$ cat src/rtl/kitt_pkg.sv
// rtl/kitt_pkg.sv - shared widths, defaults and types for the KITT trail PWM stage
package kitt_pkg;
   localparam int BR_W          = 4;
   localparam int BR_MAX        = (1 << BR_W) - 1;
   localparam int PWM_PRE_DEF   = 39;
   localparam int DECAY_DIV_DEF = 49999;

   typedef logic [BR_W-1:0] bright_t;
endpackage

$ cat src/rtl/kitt_tick_div.sv
// rtl/kitt_tick_div.sv - enabled modulo counter emitting a tick at its terminal count
module kitt_tick_div #(
   parameter int TC = 39
) (
   input  logic clk,
   input  logic rst,
   input  logic ena,
   output logic tick
);
   localparam int W = (TC < 1) ? 1 : $clog2(TC + 1);
   localparam logic [W-1:0] TC_V = W'(TC);

   logic [W-1:0] cnt;

   always_ff @(posedge clk or posedge rst) begin
      if (rst) begin
         cnt <= '0;
      end else if (ena) begin
         cnt <= (cnt == TC_V) ? '0 : cnt + W'(1);
      end
   end

   assign tick = ena && (cnt == TC_V);
endmodule

$ cat src/rtl/kitt_trail_pwm.sv
// rtl/kitt_trail_pwm.sv - per-LED afterglow brightness with frame-shadowed PWM outputs
module kitt_trail_pwm
   import kitt_pkg::*;
#(
   parameter int N_LED     = 8,
   parameter int PWM_PRE   = PWM_PRE_DEF,
   parameter int DECAY_DIV = DECAY_DIV_DEF
) (
   input  logic             clk,
   input  logic             rst,
   input  logic             ena,
   input  logic [N_LED-1:0] lv_in,
   input  logic             oinv,
   output logic [N_LED-1:0] pwm_out,
   output logic             frame_tick
);
   localparam bright_t CNT_LAST = bright_t'(BR_MAX - 1);
   localparam bright_t BR_FULL  = bright_t'(BR_MAX);

   logic             pwm_tick;
   logic             decay_tick;
   logic             frame_edge;
   bright_t          pwm_cnt;
   logic [N_LED-1:0] pwm_nxt;

   kitt_tick_div #(.TC(PWM_PRE)) u_presc (
      .clk  (clk),
      .rst  (rst),
      .ena  (ena),
      .tick (pwm_tick)
   );

   kitt_tick_div #(.TC(DECAY_DIV)) u_decay (
      .clk  (clk),
      .rst  (rst),
      .ena  (ena),
      .tick (decay_tick)
   );

   // 15 steps per frame so that duty 15 is fully on and duty 0 fully off
   assign frame_edge = pwm_tick && (pwm_cnt == CNT_LAST);

   always_ff @(posedge clk or posedge rst) begin
      if (rst) begin
         pwm_cnt <= '0;
      end else if (pwm_tick) begin
         pwm_cnt <= frame_edge ? '0 : pwm_cnt + bright_t'(1);
      end
   end

   for (genvar i = 0; i < N_LED; i++) begin : g_led
      bright_t bright;
      bright_t duty_sh;

      // duty_sh samples the pre-edge brightness so a frame never changes duty midway
      always_ff @(posedge clk or posedge rst) begin
         if (rst) begin
            bright  <= '0;
            duty_sh <= '0;
         end else if (ena) begin
            if (frame_edge) begin
               duty_sh <= bright;
            end
            if (lv_in[i]) begin
               bright <= BR_FULL;
            end else if (decay_tick && (bright != '0)) begin
               bright <= bright - bright_t'(1);
            end
         end
      end

      assign pwm_nxt[i] = ena ? ((duty_sh > pwm_cnt) ^ oinv) : oinv;
   end

   always_ff @(posedge clk or posedge rst) begin
      if (rst) begin
         pwm_out    <= '0;
         frame_tick <= 1'b0;
      end else begin
         pwm_out    <= pwm_nxt;
         frame_tick <= frame_edge;
      end
   end
endmodule

$ cat config.mk
export PLATFORM = sky130hd
export DESIGN_NAME = kitt_trail_pwm
export DESIGN_NICKNAME = d
export VERILOG_FILES = /design/src/rtl/kitt_pkg.sv /design/src/rtl/kitt_tick_div.sv /design/src/rtl/kitt_trail_pwm.sv
export SDC_FILE = /design/constraint.sdc
export NUM_CORES = 1
export LEC_CHECK = 0
export ABC_AREA = 0
export CAP_MARGIN = 20
export CORE_MARGIN = 5
export CORE_UTILIZATION = 45
export CTS_CLUSTER_DIAMETER = 150
export DETAILED_ROUTE_END_ITERATION = 16
export PLACE_DENSITY_LB_ADDON = 0.25
export RECOVER_POWER = 100
export SLEW_MARGIN = 20
export SYNTH_ARGS = -nofsm -noshare
export SYNTH_HDL_FRONTEND = slang
export SYNTH_SLANG_ARGS = --single-unit
$ cat constraint.sdc
create_clock -name clk -period 4.6 [get_ports clk]
set_input_delay 0.92 -clock clk [delete_from_list [all_inputs] [get_ports clk]]
set_output_delay 0.92 -clock clk [all_outputs]
set_load 0.02 [all_outputs]
==> results.json, run 1 <==
{
  "critPathArrivalTime_ns": 3.73,
  "drtAntennaViolNets": 0,
  "gr-usage-met1_pct": 21.8,
  "final_max_slew_viol_count": 0,
  "layout_min_cycle_time_ns": 3.45,
  "synth_cell_type_count": 45,
  "post_cts_buffers": 0,
  "status": "finished clean",
  "synth_xor_xnor_area_share_pct": 3.89,
  "rows": 40,
  "final_util_pct": 50.5,
  "yosysTopAreaCell": "dfrtp_1",
  "hold_start": "u_decay.cnt[15]$_DFFE_PP0P_",
  "ys_seq_elements": 99,
  "wire_per_inst_um": 16.4,
  "crit_buf_inv": 2,
  "start_util_pct": 45.4,
  "critPathMaxStageDelay_ns": 0.83,
  "die_y_um": 120,
  "synth_area_leaders": "dfrtp_1, ha_1, mux2_4",
  "grt.overflow.total": 0,
  "critPathSlowestCell": "and4_1",
  "path_delay_family": "buffers and inverters",
  "antenna_found_initial": 0,
  "skew_ns": 0.00596,
  "core-area_mm2": 0.0119,
  "drt_wl_total_um": 11000,
  "clk_pin_slew_ns": 0.07,
  "synthCells": 502,
  "placedCellCount": 655,
  "relSlewSlack_pct": 2.55,
  "syn_to_final_growth_pct": 11.1,
  "grt_use_met2_pct": 26.1,
  "instances_no_fill": 671,
  "nets": 575,
  "htreeDepth": 3,
  "vias": 3850,
  "crit_required_ns": 4.87,
  "critPathLaunchType": "input port",
  "crit_start": "ena",
  "vdd.ir_drop.worst_uv": 184,
  "cts_tree": "yes",
  "dpl_cell_area_mm2": 0.00570,
  "path_class": "in -> reg",
  "setup_tns_ns": 0,
  "post_cts_resized": 0,
  "holdBufCountCts": 0,
  "via_per_inst": 5.74,
  "drcViolationCount": 0,
  "maxCapViolCount": 0,
  "busiest_layer": "met2",
  "path_cells": "clkbuf_1 > and4_1 > and4_1 > clkbuf_1 > a221oi_1 > a21oi_1",
  "drive_above_1_share_pct": 8.02,
  "synth_fp_nets": 558,
  "fmaxAchievable_mhz": 290,
  "muxShareOfSynthArea_pct": 8.47,
  "leakage_nw": 2.74,
  "synthAdderAreaFrac_pct": 10.2,
  "drt-pass1-iter-count": 4,
  "drt-initial-drc-count": 285,
  "netlist.area_leader.share_pct": 45.8,
  "hpwl_um": 7310,
  "grtUsageTotal_pct": 16.4,
  "dieArea_mm2": 0.0143,
  "powerDensity_mw_per_mm2": 405,
  "timing.hold.ws_ns": 0.478,
  "port-buffer-count": 20,
  "crit_fanout": 23,
  "cts_inserted_buffers": 9,
  "ctsRootBufferMaster": "clkbuf_16",
  "antennaDiodeCount": 0,
  "synth_top_family_by_area": "simple AND/OR/NAND/NOR gates",
  "worstMarginPinSlew_ns": 1.46,
  "synth_simple_gate_area_share_pct": 15.9,
  "io_pins": 21,
  "die_x_um": 120,
  "rsz0062_at_grt": "no",
  "first_global_vias": 3813,
  "gp_congestion": 0.751,
  "clk_latency_ns": 0.35,
  "setup_viol_count_final": 0,
  "grtUsageMet3_pct": 4.67,
  "fin_crit_sh_pct": 75.1,
  "cp-end-kind": "register",
  "grt_pass1_wl_um": 18700,
  "synth.avg_cell_area_um2": 10.8,
  "ys_seq_area_share_pct": 45.8,
  "grt_max_degree": 43,
  "netlist_area_mm2": 0.00541,
  "hold_viol": 0,
  "stdcell_area_mm2": 0.00601,
  "cts_sinks": 99,
  "ys_warn_count": 0,
  "r2r-start": "pwm_cnt[0]$_DFFE_PP0P_",
  "synth_compound_area_share_pct": 10.9,
  "clock_path_buffers": 2,
  "hold_class": "reg -> reg"
}
metrics by stage:
stage	power (mW)	worst slack [ns]
final	2.43	1.15
after detailed placement	1.52	1.52
after global placement	1.49	1.59
after floorplan	1.36	1.09
after global routing	2.57	0.968
after CTS	2.47	1.89
logic make-up (layout without fill, tap and decap cells):
kind of cell / after synthesis / after routing
AOI/OAI and AO/OA: 93 / 93
and+or+nand+nor: 150 / 150
muxes: 38 / 38
DFF: 99 / 99
buffers and inverters: 54 / 76
adders and majority gates: 44 / 44
xor gates and xnor gates: 24 / 24
worst paths after layout:
kind                                                   end  slack (ns)  cells past startpoint
hold reg to reg                u_decay.cnt[15]$_DFFE_PP0P_        0.48                      1
max in group asynchronous       u_decay.cnt[9]$_DFFE_PP0P_        1.82                      3
hold / removal                 u_decay.cnt[15]$_DFFE_PP0P_        0.48                      1
setup reg to reg           g_led[0].duty_sh[3]$_DFFE_PP0P_        1.74                      6
setup / recovery            g_led[6].bright[1]$_DFFE_PP0P_        1.15                      6
min in group asynchronous      u_decay.cnt[13]$_DFFE_PP0P_        1.29                      2
worst reg2reg max path, delay by kind of cell, from the launching register on:
kind | cells | cell delay [ns]
fa+ha+maj | 1 | 0.27
buf+inv | 2 | 0.43
flops | 1 | 0.71
mux | 1 | 0.40
simple gates | 2 | 0.94
cell usage after synthesis (all sizes together):
cell type and number:
inv 35, xor2 14, mux2i 12, a221oi 16, and2 1, o31ai 3
and4 2, a21oi 35, nand4 22, nand4b 1, buf 11, o211ai 9
o311ai 5, o41ai 2, clkbuf 8, or2 1, nand2 25, a22o 1
or3b 4, a31o 1, nor4 2, nor3 7, o21ai 21, nor3b 8
mux2 26, dfrtp 99, xnor2 10, nor2 15, nand2b 15, nor2b 14
and4b 1, ha 44, and4bb 1, or3 9, and3 3, nand3 19
flip-flops by register name (all words and copies together), names as in the netlist:
register	count
g_led.duty_sh	32
u_presc.cnt	6
pwm_out	8
pwm_cnt	4
g_led.bright	32
u_decay.cnt	16
frame_tick	1
power by group:
part | leakage (nW) | switching [mW] | internal (mW)
Clock | 0.179 | 0.336 | 0.602
Combinational | 1.45 | 0.269 | 0.186
Sequential | 1.11 | 0.0939 | 0.946
area by class of cell:
class                      instances  area (um^2)
clock buffer                      10          239
clock inverter                     6          136
fill                            1096         5900
inverter                          35          140
multi-input combinational        349         2610
sequential                        99         2480
tap                              147          184
timing repair buffer              25          221
per-layer routing:
metal / up-vias / routed length, um
li1: 1858 / -
met1: 1908 / 5280
met4: 0 / 170
met5: - / 0
met3: 18 / 375
met2: 66 / 5210
cells in the final DEF (no fill, tap or decap), types with 15 or more instances in the layout:
| cell type | netlist | final |
|---|---|---|
| dfrtp_1 | 99 | 99 |
| ha_1 | 44 | 44 |
| a21oi_1 | 35 | 35 |
| inv_1 | 34 | 33 |
| nand2_1 | 25 | 25 |
| nand4_1 | 21 | 22 |
| o21ai_0 | 21 | 21 |
| nand3_1 | 19 | 19 |
| a221oi_1 | 16 | 16 |
| nor2_1 | 15 | 15 |
| nand2b_1 | 15 | 15 |
Power figures use the tool's default switching activity.
==> run 2, diff against run 1 <==
- clock period: 4.6 -> 3.6 ns (I/O delays scaled with it)
==> run 2 against run 1 <==
Compared with the run above: final cell count fell by 0.30%; total power rose by 21%; routed wire length fell by 3.7%; critical path type unchanged; critical path depth did not move; global-route usage fell by 0.38 points; flip-flop and latch count did not move; non-clock buffer count did not move.
==> results.json, run 2 (synthesis gave the netlist of run 1 again) <==
{
  "reg2reg_slack_ns": 0.93,
  "ff_latch_area_mm2": 0.00248,
  "drive_above_1_share_pct": 7.47,
  "gr-usage-met1_pct": 19.8,
  "holdBufCountCts": 0,
  "reg_top3": "g_led.bright: 32 flops, g_led.duty_sh: 32 flops, u_decay.cnt: 16 flops",
  "grt_pass1_wl_um": 18500,
  "worstMarginPinSlew_ns": 1.22,
  "setup_tns_ns": 0,
  "first_global_vias": 3974,
  "clk_pin_slew_ns": 0.06,
  "start_util_pct": 45.4,
  "crit_fanout": 61,
  "busiest_layer": "met2",
  "clk_latency_ns": 0.35,
  "layout_min_cycle_time_ns": 2.75,
  "rows": 40,
  "nets": 575,
  "final_common_cell": "dfrtp_1",
  "multi_input_area_mm2": 0.00261,
  "powerDensity_mw_per_mm2": 492,
  "post_cts_resized": 0,
  "gp_congestion": 0.786,
  "rsz0062_at_grt": "no",
  "drcViolationCount": 0,
  "r2r-end": "g_led[0].bright[0]$_DFFE_PP0P_",
  "cp-end-kind": "register",
  "antennaDiodeCount": 0,
  "setup_viol_count_final": 0,
  "path_class": "in -> reg",
  "drt_wl_total_um": 10600,
  "vdd.ir_drop.worst_uv": 308,
  "skew_ns": 0.00907,
  "die_x_um": 120,
  "htreeDepth": 3,
  "syn_to_final_growth_pct": 10.3,
  "hpwl_um": 7110,
  "worst_r2r_path_depth": 5,
  "antenna_found_initial": 0,
  "vias": 3819,
  "fin_crit_sh_pct": 76.3,
  "drt-initial-drc-count": 207,
  "fillers": 1090,
  "relSlewSlack_pct": 18.8,
  "dieArea_mm2": 0.0143,
  "crit_start": "ena",
  "grt.overflow.total": 0,
  "drt-pass1-iter-count": 4,
  "final_max_slew_viol_count": 0,
  "via_per_inst": 5.71,
  "cts_tree": "yes",
  "hold_viol": 0,
  "critPathArrivalTime_ns": 2.97,
  "r2r-start": "u_decay.cnt[5]$_DFFE_PP0P_",
  "grtUsageMet3_pct": 4.62,
  "hold_start": "u_decay.cnt[15]$_DFFE_PP0P_",
  "clock_path_buffers": 2,
  "io_pins": 21,
  "ctsRootBufferMaster": "clkbuf_16",
  "status": "finished clean",
  "post_cts_buffers": 0,
  "wire_per_inst_um": 15.9,
  "leakage_nw": 2.73,
  "critPathLaunchType": "input port",
  "core-area_mm2": 0.0119,
  "grt_max_degree": 100,
  "cts_inserted_buffers": 9,
  "fmaxAchievable_mhz": 364,
  "die_y_um": 120,
  "hold_class": "reg -> reg",
  "cts_sinks": 99,
  "stdcell_area_mm2": 0.00596,
  "crit_buf_inv": 2,
  "crit_required_ns": 3.83,
  "grtUsageTotal_pct": 16.0,
  "drtAntennaViolNets": 0,
  "grt_use_met2_pct": 26.9,
  "path_cells": "clkbuf_1 > clkbuf_2 > nand4_1 > nor3_1 > nand2_1 > mux2_2",
  "critPathSlowestCell": "clkbuf_2",
  "dpl_cell_area_mm2": 0.00572,
  "path_delay_family": "buffers and inverters",
  "port-buffer-count": 20,
  "final_cell_mix": "dfrtp_1, ha_1, a21oi_1",
  "maxCapViolCount": 0,
  "min_to": "u_decay.cnt[15]$_DFFE_PP0P_",
  "critPathMaxStageDelay_ns": 0.93,
  "holdPathStages": 1
}
[run 2: per-stage QoR]
| stage | utilization (%) | cells | total power, mW | setup slack, ns | hold WS, ns |
|---|---|---|---|---|---|
| 3_5_place_dp | 48.0 | 655 | 1.93 | 1.02 | 0.479 |
| 6_report | 50.1 | 669 | 2.93 | 0.854 | 0.479 |
| 4_1_cts | 50.7 | 669 | 2.98 | 1.23 | 0.488 |
| 3_3_place_gp | 48.0 | 655 | 1.89 | 1.11 | 0.470 |
| 2_1_floorplan | - | 502 | 1.74 | 0.290 | 0.438 |
| 5_1_grt | 50.1 | 669 | 3.11 | 0.599 | 0.505 |
[run 2: worst max-delay path by stage]
stage / end / slack [ns] / cells past startpoint
final: u_decay.cnt[11]$_DFFE_PP0P_ / 0.85 / 6
after global routing: u_decay.cnt[11]$_DFFE_PP0P_ / 0.60 / 6
after CTS: g_led[6].duty_sh[1]$_DFFE_PP0P_ / 1.23 / 6
after detailed placement: u_decay.cnt[11]$_DFFE_PP0P_ / 1.02 / 6
after global placement: u_decay.cnt[11]$_DFFE_PP0P_ / 1.11 / 6
after floorplan: frame_tick$_DFF_PP0_ / 0.29 / 1
[run 2: metal layers]
layer,wire length [um],vias to the layer above
li1,-,1853
met1,4870,1888
met2,5290,68
met3,353,10
met4,119,0
met5,0,-
[run 2: layout make-up]
cell class / instances / share of cell area, %
Multi-Input combinational cell: 349 / 43.8
Sequential cell: 99 / 41.5
Clock buffer: 12 / 4.30
Timing Repair Buffer: 25 / 3.92
Tap cell: 147 / 3.08
Inverter: 35 / 2.35
Clock inverter: 2 / 1.01
[run 2: power breakdown]
| group | switching [mW] | total, mW | internal (mW) |
|---|---|---|---|
| registers | 0.119 | 1.33 | 1.21 |
| logic | 0.336 | 0.572 | 0.236 |
| clock network | 0.394 | 1.03 | 0.639 |
| total | 0.849 | 2.93 | 2.09 |
==> RTL change 1, RTL diff (flow settings as in run 2) <==
Reset style: synchronous (`rst`), changed in 4 clocked blocks.
--- a/src/rtl/kitt_tick_div.sv
+++ b/src/rtl/kitt_tick_div.sv
@@ -12,7 +12,7 @@
 
    logic [W-1:0] cnt;
 
-   always_ff @(posedge clk or posedge rst) begin
+   always_ff @(posedge clk) begin
       if (rst) begin
          cnt <= '0;
       end else if (ena) begin
--- a/src/rtl/kitt_trail_pwm.sv
+++ b/src/rtl/kitt_trail_pwm.sv
@@ -40,7 +40,7 @@
    // 15 steps per frame so that duty 15 is fully on and duty 0 fully off
    assign frame_edge = pwm_tick && (pwm_cnt == CNT_LAST);
 
-   always_ff @(posedge clk or posedge rst) begin
+   always_ff @(posedge clk) begin
       if (rst) begin
          pwm_cnt <= '0;
       end else if (pwm_tick) begin
@@ -53,7 +53,7 @@
       bright_t duty_sh;
 
       // duty_sh samples the pre-edge brightness so a frame never changes duty midway
-      always_ff @(posedge clk or posedge rst) begin
+      always_ff @(posedge clk) begin
          if (rst) begin
             bright  <= '0;
             duty_sh <= '0;
@@ -72,7 +72,7 @@
       assign pwm_nxt[i] = ena ? ((duty_sh > pwm_cnt) ^ oinv) : oinv;
    end
 
-   always_ff @(posedge clk or posedge rst) begin
+   always_ff @(posedge clk) begin
       if (rst) begin
          pwm_out    <= '0;
          frame_tick <= 1'b0;
Check against the original RTL: differs if rst is asserted again (counterexample within 4 cycles, from zero or initial values and one cycle with rst high); with rst held inactive, the same outputs for 10 cycles.
==> RTL change 1 against run 2 <==
Worst setup slack lost 0.20 ns; critical endpoint is now g_led[4].bright[3]; highest routed layer unchanged; worst hold slack gained 0.0091 ns; critical path type unchanged; routed wire length shrank 9.1%; sequential cell count is the same; design area shrank 11%; area after synthesis shrank 10%.
Power is not compared: it rests on default switching activity, and its combinational part moved more than twofold at a synthesized area within 25%.
==> RTL change 1: results (changes against run 2) <==
status=complete, no violations; Fill cells=1018 (-6.6%); slowest cell delay on critical path=0.72 ns (-0.21 ns); Post-Place Worst Slack=0.5005 ns (-0.5234 ns); post-synth cell types=48 (+6.7%); cell family with most CP delay=simple AND/OR/NAND/NOR gates; Clock transition at path regs=0.09 ns (+0.03 ns); crit-path max FO=28 (-54%); clk buf depth=2 (unchanged); mux cell area share after synthesis=0.4116% (-8.1 points); clk root buf=clkbuf_8; Initial DRC Count=221 (+6.8%); Critical-path top delay cell=or4_4; Synth Area in Adders=11.32% (+1.1 points); drt wl/cell=14.01 um (-12%); Synth Flop Type=dfxtp_1; total track usage=15.43% (-0.59 points); vias in the first global route=3677 (-7.5%); proportion of layout cells with a drive suffix above 1=5.818% (-1.7 points); Clock Skew=0.01191 ns (+0.002847 ns); DP HPWL=6.865 mm (-3.5%); Slew HR=51.74% (+33 points); Seq/Total Area, Yosys=40.75% (-5.1 points); Pre-antenna DRT Iters=6 (+2); Placed Area=5189 sq um (-9.2%); syn_nets=586 (+5.0%)
## RTL change 1: routing by layer
| layer | up-vias | global-route usage, % | routed length, um |
|---|---|---|---|
| met5 | - | 0 | 0 |
| met4 | 0 | 6.968 | 154 |
| met3 | 16 | 3.448 | 327 |
| met2 | 74 | 25.57 | 4535 |
| met1 | 1747 | 19.15 | 4648 |
| li1 | 1935 | - | - |
## RTL change 1: per-stage QoR
stage | hold WS [ns] | instances | total power, mW
after floorplan | 0.4492 | 530 | 1.309
after global placement | 0.4633 | 676 | 1.365
after detailed placement | 0.4674 | 676 | 1.374
after CTS | 0.4901 | 690 | 2.053
after global routing | 0.5009 | 690 | 2.118
final | 0.4885 | 690 | 2.019
## RTL change 1: worst reg2reg max path: cells and delay by family, from the launching register on
| family | cells | cell delay (ns) |
|---|---|---|
| buffers and inverters | 1 | 0.34 |
| AND/OR/NAND/NOR | 4 | 1.78 |
| flip-flops | 1 | 0.35 |
| AO/OA/AOI/OAI | 1 | 0.12 |
## RTL change 1: layout make-up
cell class | count | area (sq um) | share of cell area (%)
well taps | 140 | 175.2 | 3.301
clock inverters | 5 | 56.30 | 1.061
inverters | 40 | 150.1 | 2.830
repair buffers | 29 | 255.2 | 4.810
multi-input cells | 368 | 2564 | 48.31
clock buffers | 9 | 123.9 | 2.334
flip-flops and latches | 99 | 1982 | 37.35
## RTL change 1: logic make-up after synthesis
kind of cell | count (synthesis)
AO/OA/AOI/OAI | 113
XOR/XNOR | 30
adder cells (fa/ha/maj) | 44
buffers and inverters | 63
flip-flops | 99
multiplexers | 2
AND/OR/NAND/NOR | 179
## RTL change 1: path summary, 6_finish.rpt
kind	start	to	slack, ns	depth (start not counted)
worst max-delay path	ena	g_led[4].bright[3]	0.66	7
worst min-delay path	g_led[2].duty_sh[0]	g_led[2].duty_sh[0]	0.49	1
worst min register to register	g_led[2].duty_sh[0]	g_led[2].duty_sh[0]	0.49	1
worst max register to register	u_decay.cnt[5]	g_led[4].bright[3]	0.89	6
## RTL change 1: power by group through the flow
| stage | combinational (mW) | clock [mW] | sequential [mW] |
|---|---|---|---|
| floorplan | 0.122 | 0 | 1.19 |
| global placement | 0.176 | 0 | 1.19 |
| detailed placement | 0.183 | 0 | 1.19 |
| CTS | 0.183 | 0.705 | 1.16 |
| global route | 0.197 | 0.751 | 1.17 |
| finish | 0.176 | 0.679 | 1.16 |
==> RTL change 2, RTL diff (flow settings as in run 2) <==
Made on the original files. `PWM_PRE_DEF`: 39 -> 78.
--- a/src/rtl/kitt_pkg.sv
+++ b/src/rtl/kitt_pkg.sv
@@ -2,7 +2,7 @@
 package kitt_pkg;
    localparam int BR_W          = 4;
    localparam int BR_MAX        = (1 << BR_W) - 1;
-   localparam int PWM_PRE_DEF   = 39;
+   localparam int PWM_PRE_DEF   = 78;
    localparam int DECAY_DIV_DEF = 49999;
 
    typedef logic [BR_W-1:0] bright_t;
Function: same outputs for any inputs over 10 cycles, from zero or initial values and one cycle with rst high; that may be too few to reach the edited logic, so the function may still have changed.
==> RTL change 2 against run 2 <==
The run now ends with max-capacitance violations, max-slew violations left; design area grew 2.1%; area after synthesis grew 1.7%; routed wire length grew 4.5%; worst setup slack gained 0.11 ns; sequential cell count grew 1; die area grew 1.5%; sequential share of layout area shrank 0.46 points.
Power is not compared: it rests on default switching activity, and its combinational part moved more than twofold at a synthesized area within 25%.
==> RTL change 2: results (changes against run 2) <==
failing checks=max-capacitance violations, max-slew violations; first-pass GRT wire length=18.91 mm (+2.1%); placed cell count=684 (+4.4%); Max Cap Viol=1 (+1); Worst Setup EP=u_decay.cnt[14]; average size of a mapped cell=10.36 sq um (-3.9%); drt wl/cell=15.92 um (+0.19%); Fill cells=1087 (-0.28%); routed wl met2=5.644 mm (+6.7%); R2R Setup Slk=1.28 ns (+0.35 ns); Post-Place Worst Slack=1.044 ns (+0.02009 ns); Hold Path Sink=u_presc.cnt[5]; crit-path max FO=52 (-15%); Slew Limit Fails=49 (+49); vias in the first global route=3958 (-0.40%); post-synth cell types=42 (-6.7%); met1 Track Usage GR=20.62% (+0.83 points); fin nets=605 (+5.2%); routed wire length=11.11 mm (+4.5%); GR Util met3=2.292% (-2.3 points); Pre-antenna DRT Iters=7 (+3); Worst Path Arrival=2.84 ns (-0.13 ns); Clock Skew=0.007962 ns (-0.001104 ns); met1 wire length=4.996 mm (+2.7%); Reg-to-Reg Start=pwm_cnt[0]; status=finished with violations; Final Wtd Congestion=0.8345 (+6.2%); Worst-Margin Slew=2.138 ns (+0.9200 ns); Seq/Total Area, Yosys=45.51% (-0.30 points); DP HPWL=7.927 mm (+11%); via/cell ratio=5.646 (-1.1%); Initial DRC Count=210 (+1.4%); synth top area cells=dfrtp_1 (46%), ha_1 (10%), mux2_2 (4.9%); wire length on met3=354 um (+0.28%)
==> RTL change 2: area by class of cell <==
type | count | area, sq um | area share [%]
Sequential cell | 100 | 2502 | 41.08
Clock inverter | 2 | 60.06 | 0.9858
Timing Repair Buffer | 24 | 221.5 | 3.635
Inverter | 41 | 155.1 | 2.547
Multi-Input combinational cell | 372 | 2723 | 44.69
Tap cell | 147 | 183.9 | 3.019
Clock buffer | 12 | 246.5 | 4.046
==> RTL change 2: logic make-up (layout without fill, tap and decap cells) <==
| family | after synthesis | in the layout | synth area share (%) |
|---|---|---|---|
| and+or+nand+nor | 173 | 173 | 17.41 |
| DFF | 100 | 100 | 45.51 |
| AOI/OAI and AO/OA | 82 | 82 | 8.828 |
| buffers and inverters | 59 | 79 | 4.869 |
| muxes | 49 | 49 | 9.488 |
| adders and majority gates | 45 | 45 | 10.24 |
| xor gates and xnor gates | 23 | 23 | 3.663 |
